[src/rtl/melody_sequencer_if.sv]
// Note-ROM bus between the melody sequencer and its synchronous note ROM.
//   rom_addr : ROM word address, driven by the sequencer (master)
//   rom_data : {half_period[DIV_W-1:0], duration[3:0]}, valid one clock
//              after rom_addr changes, driven by the ROM (slave)
interface melody_sequencer_if #(
  parameter int unsigned ADDR_W = 5,
  parameter int unsigned DIV_W  = 17
);
  logic [ADDR_W-1:0] rom_addr;
  logic [DIV_W+3:0]  rom_data;

  modport master (output rom_addr, input  rom_data);
  modport slave  (input  rom_addr, output rom_data);
endinterface

[src/rtl/melody_sequencer.sv]
// Melody sequencer: walks an external synchronous note ROM and plays each
// note as a square wave for its duration in beat ticks.
// Ports:
//   clk_in    : system clock
//   rst_n     : asynchronous active-low reset
//   start     : pulse, begin from idle or resume from pause
//   pause     : pulse, freeze playback (only honoured while playing)
//   stop      : pulse, abort to idle without a done pulse
//   beat_tick : pulse, beat enable from the clock divider
//   rom       : note ROM bus (master side)
//   tone_out  : square-wave audio output
//   busy      : high whenever the sequencer is not idle
//   done      : one-cycle pulse at the natural end of the song
module melody_sequencer #(
  parameter int unsigned NOTE_NUM = 32,
  parameter int unsigned ADDR_W   = 5,
  parameter int unsigned DIV_W    = 17,
  parameter bit          LOOP     = 1'b0
) (
  input  logic                 clk_in,
  input  logic                 rst_n,
  input  logic                 start,
  input  logic                 pause,
  input  logic                 stop,
  input  logic                 beat_tick,
  melody_sequencer_if.master   rom,
  output logic                 tone_out,
  output logic                 busy,
  output logic                 done
);

  localparam logic [2:0] ST_IDLE  = 3'd0;
  localparam logic [2:0] ST_FETCH = 3'd1;
  localparam logic [2:0] ST_LOAD  = 3'd2;
  localparam logic [2:0] ST_PLAY  = 3'd3;
  localparam logic [2:0] ST_PAUSE = 3'd4;

  localparam logic [ADDR_W-1:0] LAST_ADDR = ADDR_W'(NOTE_NUM - 1);

  logic [2:0]        state_q, state_d;
  logic [ADDR_W-1:0] addr_q,  addr_d;
  logic [DIV_W-1:0]  hp_q,    hp_d;
  logic [DIV_W-1:0]  cnt_q,   cnt_d;
  logic [3:0]        beats_q, beats_d;
  logic              tone_q,  tone_d;
  logic              busy_q,  busy_d;
  logic              done_q,  done_d;
  logic              song_end;

  logic [DIV_W-1:0]  rom_hp;
  logic [3:0]        rom_dur;

  assign rom_hp  = rom.rom_data[DIV_W+3:4];
  assign rom_dur = rom.rom_data[3:0];

  always_comb begin
    state_d  = state_q;
    addr_d   = addr_q;
    hp_d     = hp_q;
    cnt_d    = cnt_q;
    beats_d  = beats_q;
    tone_d   = tone_q;
    done_d   = 1'b0;
    song_end = 1'b0;

    case (state_q)
      ST_IDLE: begin
        addr_d = '0;
        tone_d = 1'b0;
        if (start) state_d = ST_FETCH;
      end
      ST_FETCH: begin
        tone_d  = 1'b0;
        state_d = ST_LOAD;
      end
      ST_LOAD: begin
        tone_d = 1'b0;
        if (rom_dur == 4'd0) begin
          song_end = 1'b1;
        end else begin
          hp_d    = rom_hp;
          beats_d = rom_dur;
          cnt_d   = '0;
          state_d = ST_PLAY;
        end
      end
      ST_PLAY: begin
        if (pause) begin
          // Pause wins over a coincident beat tick, which is dropped.
          state_d = ST_PAUSE;
          tone_d  = 1'b0;
        end else begin
          if (hp_q != '0) begin
            if (cnt_q == hp_q - DIV_W'(1)) begin
              cnt_d  = '0;
              tone_d = ~tone_q;
            end else begin
              cnt_d = cnt_q + DIV_W'(1);
            end
          end else begin
            tone_d = 1'b0;
          end
          if (beat_tick) begin
            if (beats_q == 4'd1) begin
              tone_d = 1'b0;
              if (addr_q == LAST_ADDR) begin
                song_end = 1'b1;
              end else begin
                addr_d  = addr_q + ADDR_W'(1);
                state_d = ST_FETCH;
              end
            end else begin
              beats_d = beats_q - 4'd1;
            end
          end
        end
      end
      ST_PAUSE: begin
        // Counter stays frozen; the waveform restarts low on resume.
        tone_d = 1'b0;
        if (start && !pause) state_d = ST_PLAY;
      end
      default: begin
        state_d = ST_IDLE;
        addr_d  = '0;
        tone_d  = 1'b0;
      end
    endcase

    if (song_end) begin
      done_d  = 1'b1;
      addr_d  = '0;
      tone_d  = 1'b0;
      state_d = LOOP ? ST_FETCH : ST_IDLE;
    end

    if (stop) begin
      state_d = ST_IDLE;
      addr_d  = '0;
      tone_d  = 1'b0;
      done_d  = 1'b0;
      cnt_d   = '0;
      beats_d = '0;
    end

    busy_d = (state_d != ST_IDLE);
  end

  always_ff @(posedge clk_in or negedge rst_n) begin
    if (!rst_n) begin
      state_q <= ST_IDLE;
      addr_q  <= '0;
      hp_q    <= '0;
      cnt_q   <= '0;
      beats_q <= '0;
      tone_q  <= 1'b0;
      busy_q  <= 1'b0;
      done_q  <= 1'b0;
    end else begin
      state_q <= state_d;
      addr_q  <= addr_d;
      hp_q    <= hp_d;
      cnt_q   <= cnt_d;
      beats_q <= beats_d;
      tone_q  <= tone_d;
      busy_q  <= busy_d;
      done_q  <= done_d;
    end
  end

  assign rom.rom_addr = addr_q;
  assign tone_out     = tone_q;
  assign busy         = busy_q;
  assign done         = done_q;

endmodule

[src/flat_wrapper.sv]
// flat-port wrapper written by rule: the top's interface ports become plain ports
module melody_sequencer_flat 
#(
  parameter int unsigned NOTE_NUM = 32,
  parameter int unsigned ADDR_W   = 5,
  parameter int unsigned DIV_W    = 17,
  parameter bit          LOOP     = 1'b0
)
  (clk_in, rst_n, start, pause, stop, beat_tick, tone_out, busy, done, rom_rom_addr, rom_rom_data);
  melody_sequencer_if #(.ADDR_W(ADDR_W), .DIV_W(DIV_W)) rom_i ();
  input  logic clk_in;
  input  logic rst_n;
  input  logic start;
  input  logic pause;
  input  logic stop;
  input  logic beat_tick;
  output logic tone_out;
  output logic busy;
  output logic done;
  output wire logic [$bits(rom_i.rom_addr)-1:0] rom_rom_addr;
  input wire logic [$bits(rom_i.rom_data)-1:0] rom_rom_data;
  assign rom_rom_addr = rom_i.rom_addr;
  assign rom_i.rom_data = rom_rom_data;
  melody_sequencer #(.NOTE_NUM(NOTE_NUM), .ADDR_W(ADDR_W), .DIV_W(DIV_W), .LOOP(LOOP)) u_core (.clk_in(clk_in), .rst_n(rst_n), .start(start), .pause(pause), .stop(stop), .beat_tick(beat_tick), .rom(rom_i), .tone_out(tone_out), .busy(busy), .done(done));
endmodule
[config.mk]
export PLATFORM = sky130hd
export DESIGN_NAME = melody_sequencer_flat
export DESIGN_NICKNAME = d
export VERILOG_FILES = /design/src/rtl/melody_sequencer_if.sv /design/src/rtl/melody_sequencer.sv /design/src/flat_wrapper.sv
export SDC_FILE = /design/constraint.sdc
export NUM_CORES = 1
export LEC_CHECK = 0
export BUFFER_PORTS_ARGS = -buffer_cell sky130_fd_sc_hd__buf_2
export CORE_ASPECT_RATIO = 1.1
export CORE_MARGIN = 10
export CORE_UTILIZATION = 55
export CTS_CLUSTER_DIAMETER = 80
export DETAILED_ROUTE_END_ITERATION = 16
export PLACE_DENSITY = 0.79
export SLEW_MARGIN = 20
export SYNTH_ARGS = -nofsm -noshare
export SYNTH_HDL_FRONTEND = slang
export SYNTH_SLANG_ARGS = --single-unit
[constraint.sdc]
create_clock -name clk_in -period 3.75 [get_ports clk_in]
set_input_delay 0.75 -clock clk_in [delete_from_list [all_inputs] [get_ports clk_in]]
set_output_delay 0.75 -clock clk_in [all_outputs]
set_load 0.005 [all_outputs]
# Yosys cells after proc, flatten, opt, wreduce, memory -nomap -nowiden
# Cells that the tools add are included.
dict set report totals {
  inputBits 27
  elab_cells 88
  regBits 49
}
dict set report classes {
  n_reduce_logical 12
  n_eq_ne 17
  bitwise_logic 2
  mux 45
  n_addsub 4
}
# operator n
set ops {}
lappend ops {{$mux 17} 5}
lappend ops {{$pmux 17 s2} 1}
lappend ops {{$mux 5} 6}
lappend ops {{$mux 3} 9}
lappend ops {{$mux 4} 5}
lappend ops {{$add 17x1->17 const B} 1}
lappend ops {{$eq 17x17->1} 1}
lappend ops {{$reduce_bool 17->1} 1}
lappend ops {{$sub 17x1->17 const B} 1}
lappend ops {{$mux 1} 15}
lappend ops {{$pmux 3 s5} 1}
lappend ops {{$ne 3x3->1 const B} 4}
lappend ops {{$ne 4x3->1 const B} 3}
lappend ops {{$pmux 5 s2} 1}
lappend ops {{$reduce_and 5->1} 2}
lappend ops {{$pmux 4 s2} 1}
lappend ops {{$eq 3x2->1 const B} 2}
lappend ops {{$reduce_bool 3->1} 2}
lappend ops {{$add 5x1->5 const B} 1}
lappend ops {{$eq 5x5->1 const B} 1}
lappend ops {{$eq 4x1->1 const B} 1}
lappend ops {{$logic_not 4->1} 1}
lappend ops {{$ne 4x2->1 const B} 1}
lappend ops {{$reduce_and 4->1} 1}
lappend ops {{other kinds (12)} 13}

# Depth between registers and ports, before layout
dict set report logic_depth {
  word_depth 10
  depth_mapped 11
  mapped_depth_nobuf 10
}

# Least setup slack after synthesis
# No wires, ideal clock.
dict set report synth_path {
  kind {register to register}
  start {reg u_core.hp_q[0]}
  end {reg u_core.cnt_q[4]}
  setup_slack_ps 677
  setup_ps 128
  path_stages_with_launch 12
  t_required_ps 3622
  arrival_time_ps 2945
  period_less_slack_ps 3073
  path_cell_list {dfrtp_1 -> inv_1 -> ha_1 -> or3b_2 -> nor3_1 -> mux2_2 -> a32o_1 -> or4_4 -> buf_6 -> buf_6 -> a31oi_1 -> o22ai_1}
}
dict set report synth_between {
  elab_chain_cells 7
  word_cells_on_any_way 10
  classes_between {add/sub (1); eq/ne (2); mux (5); reduce/logical (2)}
}
# element line
set synth_lines {}
lappend synth_lines {{start: declaration} melody_sequencer.sv:42} ;# logic [DIV_W-1:0] hp_q, hp_d;
lappend synth_lines {{start signal: assignment} melody_sequencer.sv:162} ;# hp_q <= hp_d;
lappend synth_lines {{$sub 17x1->17} melody_sequencer.sv:94} ;# if (cnt_q == hp_q - DIV_W'(1)) begin
lappend synth_lines {{$eq 17x17->1} melody_sequencer.sv:94}
lappend synth_lines {{$mux 17} melody_sequencer.sv:94}
lappend synth_lines {{$mux 17} melody_sequencer.sv:93} ;# if (hp_q != '0) begin
lappend synth_lines {{$mux 17} melody_sequencer.sv:88} ;# if (pause) begin
lappend synth_lines {{$pmux 17 s2} melody_sequencer.sv:66} ;# case (state_q)
lappend synth_lines {{$mux 17} melody_sequencer.sv:137} ;# if (stop) begin
lappend synth_lines {{end signal: assignment} melody_sequencer.sv:163} ;# cnt_q <= cnt_d;
lappend synth_lines {{end: declaration} melody_sequencer.sv:43} ;# logic [DIV_W-1:0] cnt_q, cnt_d;
# Several ways; a longest one is shown, not always the timed one. The select of a mux whose other input is x is not followed.
# A chain may end at the register's enable or synchronous reset.

# Final worst setup path
dict set report layout_path {
  start {reg u_core.hp_q[0]}
  end {reg u_core.cnt_q[10]}
}
# Same word-level chain as after synthesis.

==> flow_summary.json <==
{
  "synth-edff-count": 0,
  "hold_path_class": "in -> async",
  "synth.yosys.seq_area_share_pct": 38.8,
  "globalplace.congestion": 0.877,
  "syn_area_per_cell_sq_um": 8.95,
  "critPathRequiredTime_ps": 3930,
  "status": "complete, no violations",
  "ir_worst_vdd_mv": 0.318,
  "placementRows": 28,
  "clk_root_buffer_cell": "clkbuf_8",
  "final-hold-violation-count": 0,
  "total_detailed_routing_wirelength_um": 7350,
  "synth-async-reset-ratio_pct": 100,
  "clock-skew-final_ps": 8.19,
  "launch_point_of_the_worst_path": "u_core.hp_q[0]",
  "ys.warnings.count": 0,
  "cts_post_setup_buffers_inserted": 0,
  "area_growth_syn_to_layout_pct": 10.8,
  "antennaDiodeCount": 0,
  "antenna_found_initial": 0,
  "cts_buffers": 5,
  "max-cap-violations": 0,
  "path_class": "reg -> reg",
  "grt.total_usage_pct": 16.4,
  "cts_hold_buffers": 0,
  "synth_top_area_share_pct": 38.8,
  "grt_start_max_net_pins": 50,
  "gr-total-overflow": 0,
  "post_synth_inst_count": 353,
  "worst_ep_arrival_time_ps": 3490,
  "clock_latency_ps": 310,
  "leakagePower_nw": 1.40,
  "achievable-frequency_mhz": 301,
  "wire_per_inst_um": 16.1,
  "timing.critical_path.slowest_cell_delay_ps": 650,
  "worst_slew_pin_slew_ps": 615,
  "synth.cells.most_frequent": "dfrtp_1, nand2_1, inv_1, nor2_1, mux2_2",
  "finalSetupViolCount": 0,
  "synth_top_cell_by_area": "dfrtp_1",
  "initial_core_util_pct": 57.8,
  "ctsLongestPathBuffers": 2,
  "crit_path_start_kind": "register",
  "final_max_slew_viol_count": 0,
  "dr.first_iter.drc_count": 193,
  "post_cts_resize_count": 0,
  "coreArea_sq_um": 5470,
  "vert_die_dim_um": 99.5,
  "clock_tree.htree_level_count": 2,
  "routed_via_density": 6.03,
  "post-dp-hpwl_um": 5550,
  "worst_r2r_startpoint": "u_core.hp_q[0]",
  "number_of_nets_in_the_layout": 415,
  "routed-via-count": 2763,
  "ys_types": 58,
  "period_needed_ps": 3320,
  "synth_area_sq_um": 3160,
  "synth_fp_nets": 386,
  "synth_ff_type": "dfrtp_1",
  "fin_tns_setup_ps": 0,
  "relative_slew_slack_pct": 59.0,
  "ys_seq_elements": 49,
  "pre_cts_ws_ps": 461,
  "grt_pass1_vias": 2701,
  "peak_fanout_along_the_critical_path": 18,
  "cts.reportedPaths.clkPinSlew_ps": 90,
  "fin_crit_share_pct": 88.5,
  "post-route-drc-count": 0,
  "global_route_wire_length_before_repair_um": 12600,
  "synth.top_cells.by_area": "dfrtp_1, mux2_2, nand2_1",
  "worst_slack_ps": 433,
  "fill_cells": 482,
  "buffer_ports.inserted": 34,
  "cp-end-kind": "register",
  "cp_cell_sequence": "inv_1 > ha_1 > or3b_2 > nor3_1 > mux2_2 > a32o_1 > or4_4 > nand3_2 > o311ai_1",
  "power-per-cell-area_nw_per_um2": 499,
  "unrepaired_setup_endpoints_after_global_routing": "false",
  "floorplan.io_pins": 35,
  "tritoncts": "built",
  "clock_sinks": 49,
  "die_area_sq_um": 9180,
  "detailed_routing_iterations_pass_1": 4,
  "remaining_antenna_violation_count": 0,
  "width_of_the_chip_um": 92.3,
  "fin_total_pwr_mw": 1.75,
  "most_common_cell_in_the_netlist": "dfrtp_1",
  "final_layout_size_suffix_gt1_share_pct": 19.8,
  "worst_path_slowest_cell": "or4_4"
}
## worst paths after layout
kind / slack [ps] / depth (start not counted) / endpoint
hold reg to reg: 530 / 2 / u_core.beats_q[1]
min in group clk_in: 530 / 2 / u_core.beats_q[1]
max in group asynchronous: 2880 / 1 / u_core.hp_q[12]
setup reg to reg: 430 / 9 / u_core.cnt_q[10]
setup / recovery: 430 / 9 / u_core.cnt_q[10]
hold / removal: 450 / 1 / u_core.hp_q[6]
## cell usage in the layout, fill, tap and decap left out, types with 4 or more instances in the layout
cell type   n
ha_1        6
nor4_1      4
a31oi_1    10
o22ai_1    10
xnor2_1    11
nand3_1    14
nor3_1     10
inv_1      22
nand4_1     8
clkbuf_8    5
xor2_1     10
and3_1      4
buf_4       4
o21ai_0    15
or2_2       4
nor2_1     22
nand2_1    41
or4_1       7
or3_1       9
mux2_2     19
nor2b_1     4
dfrtp_1    49
a21oi_1     8
buf_2      33
## stage by stage
| stage | std cells | hold slack [ps] | instance area [sq um] | utilization (%) |
|---|---|---|---|---|
| 3_3_place_gp | 450 | 497 | 3360 | 61.6 |
| 3_5_place_dp | 450 | 509 | 3360 | 61.6 |
| 5_1_grt | 458 | 494 | 3500 | 64.1 |
| 6_report | 458 | 449 | 3500 | 64.1 |
| 2_1_floorplan | 353 | 454 | 3160 | - |
| 4_1_cts | 458 | 529 | 3500 | 64.0 |
## metal layers
layer	share of wire, %	GRT usage (%)	vias to the layer above
met2	51	28.5	58
met1	43	19.4	1353
met4	1.3	4.99	0
met3	4.6	3.98	8
li1	-	-	1344
met5	0	0	-
## critical path: cells and delay by family (launching register included)
kind	cells	cell delay [ps]
AOI/OAI and AO/OA	2	360
adders and majority gates	1	200
buffers and inverters	1	90
DFF	1	450
muxes	1	370
and+or+nand+nor	4	1710
## report_power, final
group          internal [mW]  switching [mW]
Clock                  0.265           0.183
Sequential             0.624           0.168
Combinational          0.260           0.245
Total                   1.15           0.596
## layout make-up
type / count / area [sq um] / area share, %
Multi-Input combinational cell: 267 / 1770 / 50.5
Tap cell: 75 / 93.8 / 2.68
Inverter: 22 / 82.6 / 2.36
Sequential cell: 49 / 1230 / 35.0
Clock inverter: 3 / 65.1 / 1.86
Clock buffer: 5 / 68.8 / 1.97
Timing Repair Buffer: 37 / 195 / 5.58
## flip-flops by register name, indices dropped and copies added, names as in the netlist
| register | count |
|---|---|
| u_core.done | 1 |
| u_core.busy | 1 |
| u_core.rom.rom_addr | 5 |
| u_core.hp_q | 17 |
| u_core.tone_out | 1 |
| u_core.beats_q | 4 |
| u_core.state_q | 3 |
| u_core.cnt_q | 17 |
## logic make-up (layout without fill, tap and decap cells)
logic type / count (synthesis) / in the layout / synth area share [%]
and+or+nand+nor: 148 / 148 / 25.3
AOI/OAI and AO/OA: 70 / 70 / 14.8
DFF: 49 / 49 / 38.8
buffers and inverters: 37 / 67 / 5.23
muxes: 22 / 22 / 7.72
xor gates and xnor gates: 21 / 21 / 5.82
adders and majority gates: 6 / 6 / 2.38
No activity file was read; power rests on OpenSTA's default activity.
